<file path="src/rtl/trng_word_packer_if.sv">
// trng_word_packer_if
//   Groups the bit-stream input, the ready/valid word port and the
//   statistics signals of trng_word_packer.
//   master : the environment side (drives in_valid, in_bit, word_ready, clear_stats)
//   slave  : the packer side (drives word_valid, word_data, fifo_count,
//            overflow, drop_count)
//   Parameters must match those of the connected trng_word_packer.
interface trng_word_packer_if #(
  parameter int WORD_W     = 32,
  parameter int FIFO_DEPTH = 4,
  parameter int DROP_W     = 16
);
  localparam int CNT_W = $clog2(FIFO_DEPTH) + 1;

  logic              in_valid;
  logic              in_bit;
  logic              word_valid;
  logic [WORD_W-1:0] word_data;
  logic              word_ready;
  logic [CNT_W-1:0]  fifo_count;
  logic              overflow;
  logic [DROP_W-1:0] drop_count;
  logic              clear_stats;

  modport master (
    output in_valid, in_bit, word_ready, clear_stats,
    input  word_valid, word_data, fifo_count, overflow, drop_count
  );

  modport slave (
    input  in_valid, in_bit, word_ready, clear_stats,
    output word_valid, word_data, fifo_count, overflow, drop_count
  );
endinterface

</file>
<file path="src/rtl/trng_word_packer.sv">
// trng_word_packer
//   Packs the debiased one-bit trng stream into WORD_W-bit words (bit 0 is
//   the first bit received), buffers completed words in a show-ahead FIFO
//   and presents them on a ready/valid port. Words completing while the FIFO
//   is full are dropped and counted. The input side never stalls.
//   Ports:
//     clk   : clock, all state updates on its rising edge
//     reset : asynchronous, active-low reset (asserted at 0)
//     bus   : trng_word_packer_if.slave (bit input, word port, statistics)
module trng_word_packer #(
  parameter int WORD_W     = 32,
  parameter int FIFO_DEPTH = 4,
  parameter int DROP_W     = 16
) (
  input logic              clk,
  input logic              reset,
  trng_word_packer_if.slave bus
);
  localparam int IDX_W = $clog2(WORD_W);
  localparam int PTR_W = $clog2(FIFO_DEPTH);
  localparam int CNT_W = $clog2(FIFO_DEPTH) + 1;

  logic [WORD_W-1:0] acc_q, acc_d;
  logic [IDX_W-1:0]  idx_q, idx_d;
  logic [WORD_W-1:0] mem_q [FIFO_DEPTH];
  logic [PTR_W-1:0]  wrPtr_q, wrPtr_d;
  logic [PTR_W-1:0]  rdPtr_q, rdPtr_d;
  logic [CNT_W-1:0]  count_q, count_d;
  logic              overflow_q, overflow_d;
  logic [DROP_W-1:0] dropCnt_q, dropCnt_d;

  logic wordDone;
  logic pop;
  logic slotFree;
  logic push;
  logic drop;

  always_comb begin
    acc_d      = acc_q;
    idx_d      = idx_q;
    wordDone   = 1'b0;
    wrPtr_d    = wrPtr_q;
    rdPtr_d    = rdPtr_q;
    count_d    = count_q;
    overflow_d = overflow_q;
    dropCnt_d  = dropCnt_q;

    // acc_d doubles as the completed word on the final bit, so the word
    // pushed into the FIFO already carries in_bit in its top position.
    if (bus.in_valid) begin
      acc_d[idx_q] = bus.in_bit;
      wordDone     = (idx_q == IDX_W'(WORD_W - 1));
      idx_d        = wordDone ? '0 : idx_q + 1'b1;
    end

    // A pop on the same edge frees a slot, so a full FIFO can still accept.
    pop      = (count_q != '0) && bus.word_ready;
    slotFree = (count_q < CNT_W'(FIFO_DEPTH)) || pop;
    push     = wordDone && slotFree;
    drop     = wordDone && !slotFree;

    if (push) wrPtr_d = wrPtr_q + 1'b1;
    if (pop)  rdPtr_d = rdPtr_q + 1'b1;

    case ({push, pop})
      2'b10:   count_d = count_q + 1'b1;
      2'b01:   count_d = count_q - 1'b1;
      default: count_d = count_q;
    endcase

    // A drop on the same edge as a clear wins: the counter restarts at one.
    if (drop) begin
      overflow_d = 1'b1;
      if (bus.clear_stats)
        dropCnt_d = DROP_W'(1);
      else if (dropCnt_q != '1)
        dropCnt_d = dropCnt_q + 1'b1;
    end else if (bus.clear_stats) begin
      overflow_d = 1'b0;
      dropCnt_d  = '0;
    end
  end

  always_ff @(posedge clk or negedge reset) begin
    if (!reset) begin
      acc_q      <= '0;
      idx_q      <= '0;
      wrPtr_q    <= '0;
      rdPtr_q    <= '0;
      count_q    <= '0;
      overflow_q <= 1'b0;
      dropCnt_q  <= '0;
      for (int i = 0; i < FIFO_DEPTH; i++) mem_q[i] <= '0;
    end else begin
      acc_q      <= acc_d;
      idx_q      <= idx_d;
      wrPtr_q    <= wrPtr_d;
      rdPtr_q    <= rdPtr_d;
      count_q    <= count_d;
      overflow_q <= overflow_d;
      dropCnt_q  <= dropCnt_d;
      if (push) mem_q[wrPtr_q] <= acc_d;
    end
  end

  // word_data is forced to zero while empty so it reads zero out of reset.
  assign bus.word_valid = (count_q != '0);
  assign bus.word_data  = (count_q != '0) ? mem_q[rdPtr_q] : '0;
  assign bus.fifo_count = count_q;
  assign bus.overflow   = overflow_q;
  assign bus.drop_count = dropCnt_q;
endmodule

</file>
<file path="src/flat_wrapper.sv">
// flat-port wrapper written by rule: the top's interface ports become plain ports
module trng_word_packer_flat 
#(
  parameter int WORD_W     = 32,
  parameter int FIFO_DEPTH = 4,
  parameter int DROP_W     = 16
)
  (clk, reset, bus_in_valid, bus_in_bit, bus_word_ready, bus_clear_stats, bus_word_valid, bus_word_data, bus_fifo_count, bus_overflow, bus_drop_count);
  trng_word_packer_if #(.WORD_W(WORD_W), .FIFO_DEPTH(FIFO_DEPTH), .DROP_W(DROP_W)) bus_i ();
  input logic clk;
  input logic reset;
  input wire logic [$bits(bus_i.in_valid)-1:0] bus_in_valid;
  input wire logic [$bits(bus_i.in_bit)-1:0] bus_in_bit;
  input wire logic [$bits(bus_i.word_ready)-1:0] bus_word_ready;
  input wire logic [$bits(bus_i.clear_stats)-1:0] bus_clear_stats;
  output wire logic [$bits(bus_i.word_valid)-1:0] bus_word_valid;
  output wire logic [$bits(bus_i.word_data)-1:0] bus_word_data;
  output wire logic [$bits(bus_i.fifo_count)-1:0] bus_fifo_count;
  output wire logic [$bits(bus_i.overflow)-1:0] bus_overflow;
  output wire logic [$bits(bus_i.drop_count)-1:0] bus_drop_count;
  assign bus_i.in_valid = bus_in_valid;
  assign bus_i.in_bit = bus_in_bit;
  assign bus_i.word_ready = bus_word_ready;
  assign bus_i.clear_stats = bus_clear_stats;
  assign bus_word_valid = bus_i.word_valid;
  assign bus_word_data = bus_i.word_data;
  assign bus_fifo_count = bus_i.fifo_count;
  assign bus_overflow = bus_i.overflow;
  assign bus_drop_count = bus_i.drop_count;
  trng_word_packer #(.WORD_W(WORD_W), .FIFO_DEPTH(FIFO_DEPTH), .DROP_W(DROP_W)) u_core (.clk(clk), .reset(reset), .bus(bus_i));
endmodule
</file>
<file path="config.mk">
export PLATFORM = sky130hd
export DESIGN_NAME = trng_word_packer_flat
export DESIGN_NICKNAME = d
export VERILOG_FILES = /design/src/rtl/trng_word_packer_if.sv /design/src/rtl/trng_word_packer.sv /design/src/flat_wrapper.sv
export SDC_FILE = /design/constraint.sdc
export NUM_CORES = 1
export LEC_CHECK = 0
export ABC_AREA = 1
export CORE_ASPECT_RATIO = 1.4
export CORE_MARGIN = 5
export CORE_UTILIZATION = 31
export DETAILED_ROUTE_END_ITERATION = 16
export PLACE_DENSITY = 0.47
export SYNTH_ARGS = -nofsm -noshare
export SYNTH_HDL_FRONTEND = slang
export SYNTH_SLANG_ARGS = --single-unit
export TNS_END_PERCENT = 20
</file>
<file path="constraint.sdc">
create_clock -name clk -period 2.2 [get_ports clk]
set_input_delay 0.44 -clock clk [delete_from_list [all_inputs] [get_ports clk]]
set_output_delay 0.44 -clock clk [all_outputs]
set_load 0.03 [all_outputs]
</file>
==> impl_metrics.sql, run 1 <==
INSERT INTO impl_metrics (metric_group, metric, value, unit) VALUES
('clocking', 'cts.sinks', '189', ''),
('route', 'vias_per_cell', '4.59', ''),
('critical_path', 'critical_path_peak_fanout', '27', ''),
('logic_synthesis', 'avgSynthCellArea', '8.10', 'um^2'),
('run_status', 'status', 'complete, but fails checks', ''),
('logic_synthesis', 'syn_area', '0.00872', 'mm^2'),
('place', 'post_placement_setup_slack', '-0.0787', 'ns'),
('finish', 'post_layout_inst_area', '0.0111', 'mm^2'),
('logic_synthesis', 'synthFlopType', 'sky130_fd_sc_hd__dfrtp_1', ''),
('floorplan', 'chipWidth', '152', 'um'),
('floorplan', 'floorplan.rows', '72', ''),
('logic_synthesis', 'synth-seq-cells', '189', ''),
('logic_synthesis', 'synth_top_family_by_area', 'simple AND/OR/NAND/NOR gates', ''),
('logic_synthesis', 'synth_compound_gate_area_share', '0.156', ''),
('critical_path', 'critical_path_required', '1.76', 'ns'),
('global_routing', 'grt_pass1_vias', '7148', ''),
('critical_path', 'worst_setup_path_end_kind', 'primary output', ''),
('finish', 'diodes', '0', ''),
('run_status', 'violated_checks', 'negative setup slack', ''),
('power_and_ir_drop', 'power_density', '1290', 'mW/mm^2'),
('logic_synthesis', 'number_of_unique_standard_cell_types_used_by_synthesis', '28', ''),
('critical_path', 'worstSetupStartpointType', 'flop', ''),
('clocking', 'cts.reportedPaths.clkPinSlew', '0.07', 'ns'),
('sta', 'max_clock_freq', '436', 'MHz'),
('critical_path', 'worst-setup-path-type', 'flop to primary output', ''),
('flow_run', 'cap_viol_max_count', '0', ''),
('sta', 'fin_hold_ws', '0.478', 'ns'),
('sta', 'final-hold-violation-count', '0', ''),
('power_and_ir_drop', 'leakage', '0.00521', 'uW'),
('finish', 'fin_util', '0.401', ''),
('sta', 'period_utilisation_layout', '1.04', ''),
('logic_synthesis', 'synth-adder-area-share', '0.0181', ''),
('power_and_ir_drop', 'worst_ir_drop_vdd', '0.000508', 'V'),
('sta', 'tightestPinTransition', '0.351', 'ns'),
('logic_synthesis', 'synth_async_sr_flop_share', '1.00', ''),
('finish', 'post_route_cells_drive_above_1_share', '0.163', ''),
('sta', 'layout_setup_ws', '-0.0918', 'ns'),
('place', 'placed_cell_area', '0.0104', 'mm^2'),
('route', 'drt_pre_antenna_iters', '4', ''),
('sta', 'worst_clock_skew', '0.0106', 'ns'),
('global_routing', 'global_route.usage.total', '0.154', ''),
('logic_synthesis', 'synthMuxAreaShare', '0', ''),
('logic_synthesis', 'ys_seq_area_frac', '0.542', ''),
('sta', 'grt_setup_unrepaired', 'yes', ''),
('floorplan', 'die_area', '0.0316', 'mm^2'),
('clocking', 'cts_max_path_buffers', '2', ''),
('sta', 'slew_violations', '0', ''),
('floorplan', 'io-pin-count', '59', ''),
('place', 'hpwlAfterDp', '14600', 'um'),
('clocking', 'cts_tree', 'done', ''),
('clocking', 'cts_inserted_buffers', '17', ''),
('global_routing', 'grt-ovfl-total', '0', ''),
('route', 'route.antenna.remaining_nets', '0', ''),
('sta', 'totalNegativeSetupSlack', '-0.381', 'ns'),
('clocking', 'cts-htree-levels', '4', ''),
('min_path', 'timing.hold.worst.class', 'input pin to asynchronous set/reset pin', ''),
('global_routing', 'grt_pass1_wl', '38500', 'um'),
('critical_path', 'timing.critical_path.arrival', '1.85', 'ns'),
('floorplan', 'floorplan.core_area', '0.0277', 'mm^2'),
('floorplan', 'die_outline_height', '208', 'um'),
('route', 'detail_route.drc_violations', '0', ''),
('finish', 'final_nets', '1196', ''),
('route', 'drt_wl_total', '23400', 'um'),
('global_routing', 'antenna_found_initial', '0', ''),
('route', 'vias', '7154', ''),
('logic_synthesis', 'synth_enable_flop_cells', '0', ''),
('logic_synthesis', 'post_synth_inst_count', '1077', ''),
('sta', 'relSlewSlack', '0.766', ''),
('logic_synthesis', 'synth-xor-area-share', '0.0110', ''),
('sta', 'setup_viol', '10', ''),
('place', 'place.port_buffers', '58', ''),
('route', 'wire_per_inst', '15.0', 'um'),
('route', 'drt_iter0_markers', '359', ''),
('logic_synthesis', 'synth_simple_gate_area_share', '0.214', ''),
('clocking', 'clock_insertion_delay_worst_skew', '0.44', 'ns'),
('global_routing', 'pin_count_of_the_biggest_net_entering_global_routing', '54', ''),
('floorplan', 'initial_utilization', '0.314', ''),
('logic_synthesis', 'yosysWarnings', '0', ''),
('logic_synthesis', 'syn_nets', '1095', ''),
('finish', 'area_growth_syn_to_layout', '27.7', '%'),
('place', 'gp_routability_congestion', '0.766', ''),
('clocking', 'cts-root-buf', 'sky130_fd_sc_hd__clkbuf_16', ''),
('sta', 'post-route-min-period', '2.29', 'ns');
-- per-layer routing --
| layer | vias up | share of wire | GRT usage | wire, um |
|---|---|---|---|---|
| met2 | 85 | 0.50 | 0.263 | 11700 |
| met5 | - | 0 | 0 | 0 |
| met4 | 0 | 0.015 | 0.0478 | 341 |
| met3 | 21 | 0.024 | 0.0248 | 562 |
| met1 | 3389 | 0.46 | 0.199 | 10800 |
| li1 | 3659 | - | - | - |
-- cells in the final DEF (no fill, tap or decap), types with 4 or more instances in the layout --
cell type,Yosys,final
sky130_fd_sc_hd__nand2_1,235,229
sky130_fd_sc_hd__inv_6,0,4
sky130_fd_sc_hd__inv_2,3,6
sky130_fd_sc_hd__a21oi_1,35,20
sky130_fd_sc_hd__clkbuf_16,0,17
sky130_fd_sc_hd__nand2_2,9,15
sky130_fd_sc_hd__o21ai_1,0,13
sky130_fd_sc_hd__dfrtp_1,189,187
sky130_fd_sc_hd__nor2_1,184,183
sky130_fd_sc_hd__buf_12,0,29
sky130_fd_sc_hd__a21oi_2,0,15
sky130_fd_sc_hd__buf_4,1,78
sky130_fd_sc_hd__nand4_1,10,10
sky130_fd_sc_hd__nand3_1,17,17
sky130_fd_sc_hd__clkdlybuf4s50_1,0,24
sky130_fd_sc_hd__xor2_1,8,8
sky130_fd_sc_hd__ha_1,11,8
sky130_fd_sc_hd__nor2_4,3,4
sky130_fd_sc_hd__inv_1,74,70
sky130_fd_sc_hd__o21ai_0,230,217
-- per-stage QoR --
stage | power [uW] | cells
after floorplan | 7880 | 1077
after global placement | 11000 | 1523
after detailed placement | 11000 | 1523
after CTS | 14600 | 1558
after global routing | 15300 | 1560
final | 14400 | 1560
-- worst paths after layout --
path	slack [ns]	to	startpoint	depth (start not counted)
setup reg to reg	0.15	u_core.bus.fifo_count[2]	u_core.idx_q[1]	13
max in group asynchronous	1.02	u_core.acc_q[14]	reset	3
hold reg to reg	0.48	u_core.mem_q[18]	u_core.mem_q[18]	2
hold / removal	0.48	u_core.bus.drop_count[7]	reset	2
min in group clk	0.48	u_core.mem_q[18]	u_core.mem_q[18]	2
setup / recovery	-0.09	bus_word_data[0]	u_core.rdPtr_q[0]	5
-- state kept, by name, indices dropped and copies added (netlist names) --
| name | cells |
|---|---|
| u_core.acc_q | 32 |
| u_core.bus.drop_count | 16 |
| u_core.bus.fifo_count | 3 |
| u_core.bus.overflow | 1 |
| u_core.idx_q | 5 |
| u_core.mem_q | 128 |
| u_core.rdPtr_q | 2 |
| u_core.wrPtr_q | 2 |
-- cells by family after synthesis --
kind of cell	Yosys count
adder cells (fa/ha/maj)	12
AO/OA/AOI/OAI	268
buffers and inverters	131
flip-flops	189
AND/OR/NAND/NOR	466
XOR/XNOR	11
-- cell usage after synthesis, drive strengths merged, types with 2 or more instances --
cell type | number | area, um^2
a21oi | 35 | 175
buf | 9 | 50.1
clkbuf | 45 | 169
dfrtp | 189 | 4730
ha | 11 | 138
inv | 77 | 289
nand2 | 244 | 938
nand3 | 18 | 103
nand4 | 10 | 62.6
nor2 | 189 | 737
nor3 | 2 | 10.0
o21ai | 230 | 1150
or2 | 2 | 12.5
xnor2 | 3 | 26.3
xor2 | 8 | 70.1
-- critical path, cell delays in order, from the launching register on --
cell and delay [ns]:
sky130_fd_sc_hd__dfrtp_2 0.48, sky130_fd_sc_hd__inv_4 0.14, sky130_fd_sc_hd__buf_12 0.20, sky130_fd_sc_hd__o21ai_0 0.11
sky130_fd_sc_hd__a21oi_1 0.26, sky130_fd_sc_hd__buf_4 0.22
-- layout make-up --
type                    instances  area, um^2
repair buffers                136        1480
flip-flops and latches        189        4730
multi-input cells             757        3570
well taps                     370         463
clock buffers                  18         439
fillers                      2924       16600
clock inverters                13         155
inverters                      77         292
-- where the power goes --
part	leakage, uW	internal, uW	switching [uW]
logic	0.00238	2780	3930
clock network	0.000288	1730	1430
registers	0.00255	4150	336
total	0.00521	8670	5690
-- timing repair --
item                                    CTS  global route
gates resized for setup                  21            25
hold buffers                              1             0
gates cloned                              2             0
pin swaps                                 7            14
hold endpoints to repair                 34             0
setup buffers                             1             3
endpoints found under the setup margin   32            41
Power figures use the tool's default switching activity.
==> run 2, diff against run 1 <==
--- a/config.mk
+++ b/config.mk
@@ -9,6 +9,7 @@
 export CORE_ASPECT_RATIO = 1.4
 export CORE_MARGIN = 5
 export CORE_UTILIZATION = 31
+export CTS_BUF_LIST = sky130_fd_sc_hd__clkbuf_8 sky130_fd_sc_hd__clkbuf_16
 export DETAILED_ROUTE_END_ITERATION = 16
 export PLACE_DENSITY = 0.47
 export SYNTH_ARGS = -nofsm -noshare
==> results of run 2 <==
Final layout, timing and power as in run 1 (identical DEF).
==> RTL change (flow settings as in run 1) <==
Reset style: synchronous (`reset`), changed in one clocked block. Comments in the files are not updated.
--- a/src/rtl/trng_word_packer.sv
+++ b/src/rtl/trng_word_packer.sv
@@ -81,7 +81,7 @@
     end
   end
 
-  always_ff @(posedge clk or negedge reset) begin
+  always_ff @(posedge clk) begin
     if (!reset) begin
       acc_q      <= '0;
       idx_q      <= '0;
Behaviour: no difference found for any inputs over 10 cycles, from zero or initial values and one cycle with reset low; that may be too few to reach the edited logic, so the function may still have changed.
==> RTL change against run 1 <==
  * Non-clock buffer count up 6
  * Design area up 1.7%
  * Utilization up 0.68 points
  * Cell count down 4.4%
  * Routed wire length up 12%
  * First-iteration DRC count up 25%
  * Maximum frequency up 5.6%
  * Critical path type unchanged
  * Sequential cell count up 2
  * Synthesized area up 0.52%
  * Clock skew up 0.0015 ns
  * Worst setup slack better by 0.12 ns
  * Register-to-register slack worse by 0.04 ns
  * Largest cell class unchanged
Power is not compared: it rests on default switching activity, and its combinational part moved more than twofold at a synthesized area within 25%.
==> RTL change: results (changes against run 1) <==
[placement]
dp_slack_ns=-0.188  ; -0.109 ns
gp_congestion=0.844  ; +10%
post-dp-hpwl_um=16000  ; +9.8%

[sta]
finalClockSkew_ns=0.0121  ; +0.00148 ns
worst_slew_pin_slew_ns=0.536  ; +0.185 ns

[cells_and_area]
final_nets=1123  ; -6.1%
drive_gt1_frac=0.181  ; +0.0179
largest_register_ffs=128  ; unchanged

[setup_path]
cpMaxStageDelayCell=dfxtp_4
crit_family=buffers and inverters
slowest_delay_ns=0.40  ; -0.08 ns
timing.rr.start=u_core.idx_q[0]$_SDFFE_PN0P_
path_class=reg -> out
arrival_ns=1.73  ; -0.12 ns
path_max_fanout=8  ; -70%

[outcome]
outcome=finished, final reports clean

[logic_synthesis]
netlist_top_cells_count=305 x nor2_1, 128 x edfxtp_1, 87 x nand2_1, 79 x inv_1, 78 x o21ai_0
ys.flop_type=edfxtp_1
synth.net_count=1011  ; -7.7%
synthArstFlopShare=0  ; -1.00
synth-edff-count=128  ; +128
seq_area_frac_synth=0.582  ; +0.0400
synth_area_leaders=edfxtp_1 44%, dfxtp_1 14%, nor2_1 13%
ys_types=33  ; +18%

[global_routing]
use_met2=0.287  ; +0.0238
grt_use_met3=0.0263  ; +0.00147
grt_pass1_vias=7069  ; -1.1%
antenna_found_initial=0  ; unchanged
grt_max_degree=37  ; -31%
track_usage=0.157  ; +0.00254
grt_pass1_wl_um=39400  ; +2.5%
grtUsageMet1=0.191  ; -0.00762

[drt]
dr.pass1.iters=4  ; unchanged
drt-initial-drc-count=449  ; +25%
wl_um=26200  ; +12%
viasPerCell=4.74  ; +3.5%

[pwr]
irDropWorstVdd_uv=571

[clock_network]
numCtsBuffers=17  ; unchanged

[hold_path]
hold_path.class=in -> reg

[RTL change: cell types whose count changed after synthesis, moves of 18 or more]
cell	run 1	this run
dfrtp_1	189	0
o21ai_0	230	78
a21oi_1	35	72
clkbuf_1	45	26
dfxtp_1	0	63
nand3_1	17	50
nor2_1	184	305
edfxtp_1	0	128
o21bai_1	1	19
nand2_1	235	87
[RTL change: area by class of cell]
type | instances | area (um2)
tap | 370 | 463
clock inverter | 8 | 50.0
sequential | 191 | 5110
multi-input combinational | 677 | 3230
inverter | 80 | 302
fill | 2793 | 16400
clock buffer | 24 | 509
timing repair buffer | 142 | 1650
[RTL change: worst paths after layout]
kind | to | slack (ns) | cells past startpoint
min | u_core.wrPtr_q[0]$_SDFFE_PN0P_ | 0.46 | 3
min reg2reg | u_core.bus.overflow$_SDFFE_PN0P_ | 0.47 | 2
max | bus_word_data[27] | 0.03 | 7
max reg2reg | u_core.mem_q[2][28]$_SDFFCE_PN0P_ | 0.11 | 12
[RTL change: repair_timing]
action                                  CTS  global route
gates cloned                              0            11
pin swaps                                 2            20
hold buffers                              0             0
resized for setup                        19            49
setup buffers                             0             4
endpoints found under the setup margin  104           173
hold endpoints to repair                  0             0
[RTL change: report_power, final]
part | internal [mW] | switching, mW
registers | 3.92 | 0.0438
logic | 0.663 | 0.990
clock network | 1.63 | 1.33
total | 6.22 | 2.36
[RTL change: cell families (layout without fill, tap and decap cells)]
family,after synthesis,count (layout),share of synthesized area
AOI/OAI and AO/OA,175,175,0.107
adders and majority gates,8,8,0.0123
xor gates and xnor gates,1,1,0.000999
buffers and inverters,129,254,0.0641
and+or+nand+nor,493,493,0.233
DFF,191,191,0.582
[RTL change: stage by stage]
stage	cells	hold slack [ns]	cell area, um2	power, mW
final	1492	0.462	11300	8.58
after global routing	1492	0.486	11300	8.94
after CTS	1477	0.391	10900	8.43
after detailed placement	1445	0.459	10300	5.45
after global placement	1445	0.455	10300	5.45
after floorplan	997	0.436	8790	4.77
[RTL change: layer usage]
metal | vias up | wire length (um)
li1 | 3523 | -
met1 | 3400 | 11400
met2 | 135 | 13400
met3 | 21 | 946
met4 | 0 | 453
met5 | - | 0
[RTL change: worst register-to-register path, cell delays in order (launching register included)]
cell       delay (ns)
dfxtp_2          0.33
ha_2             0.17
inv_1            0.05
nor2_2           0.09
ha_2             0.23
nand2_4          0.08
nor2_4           0.10
buf_6            0.12
nand2_2          0.06
nor2_4           0.15
nand2_4          0.09
nand2_8          0.14
clkbuf_16        0.18
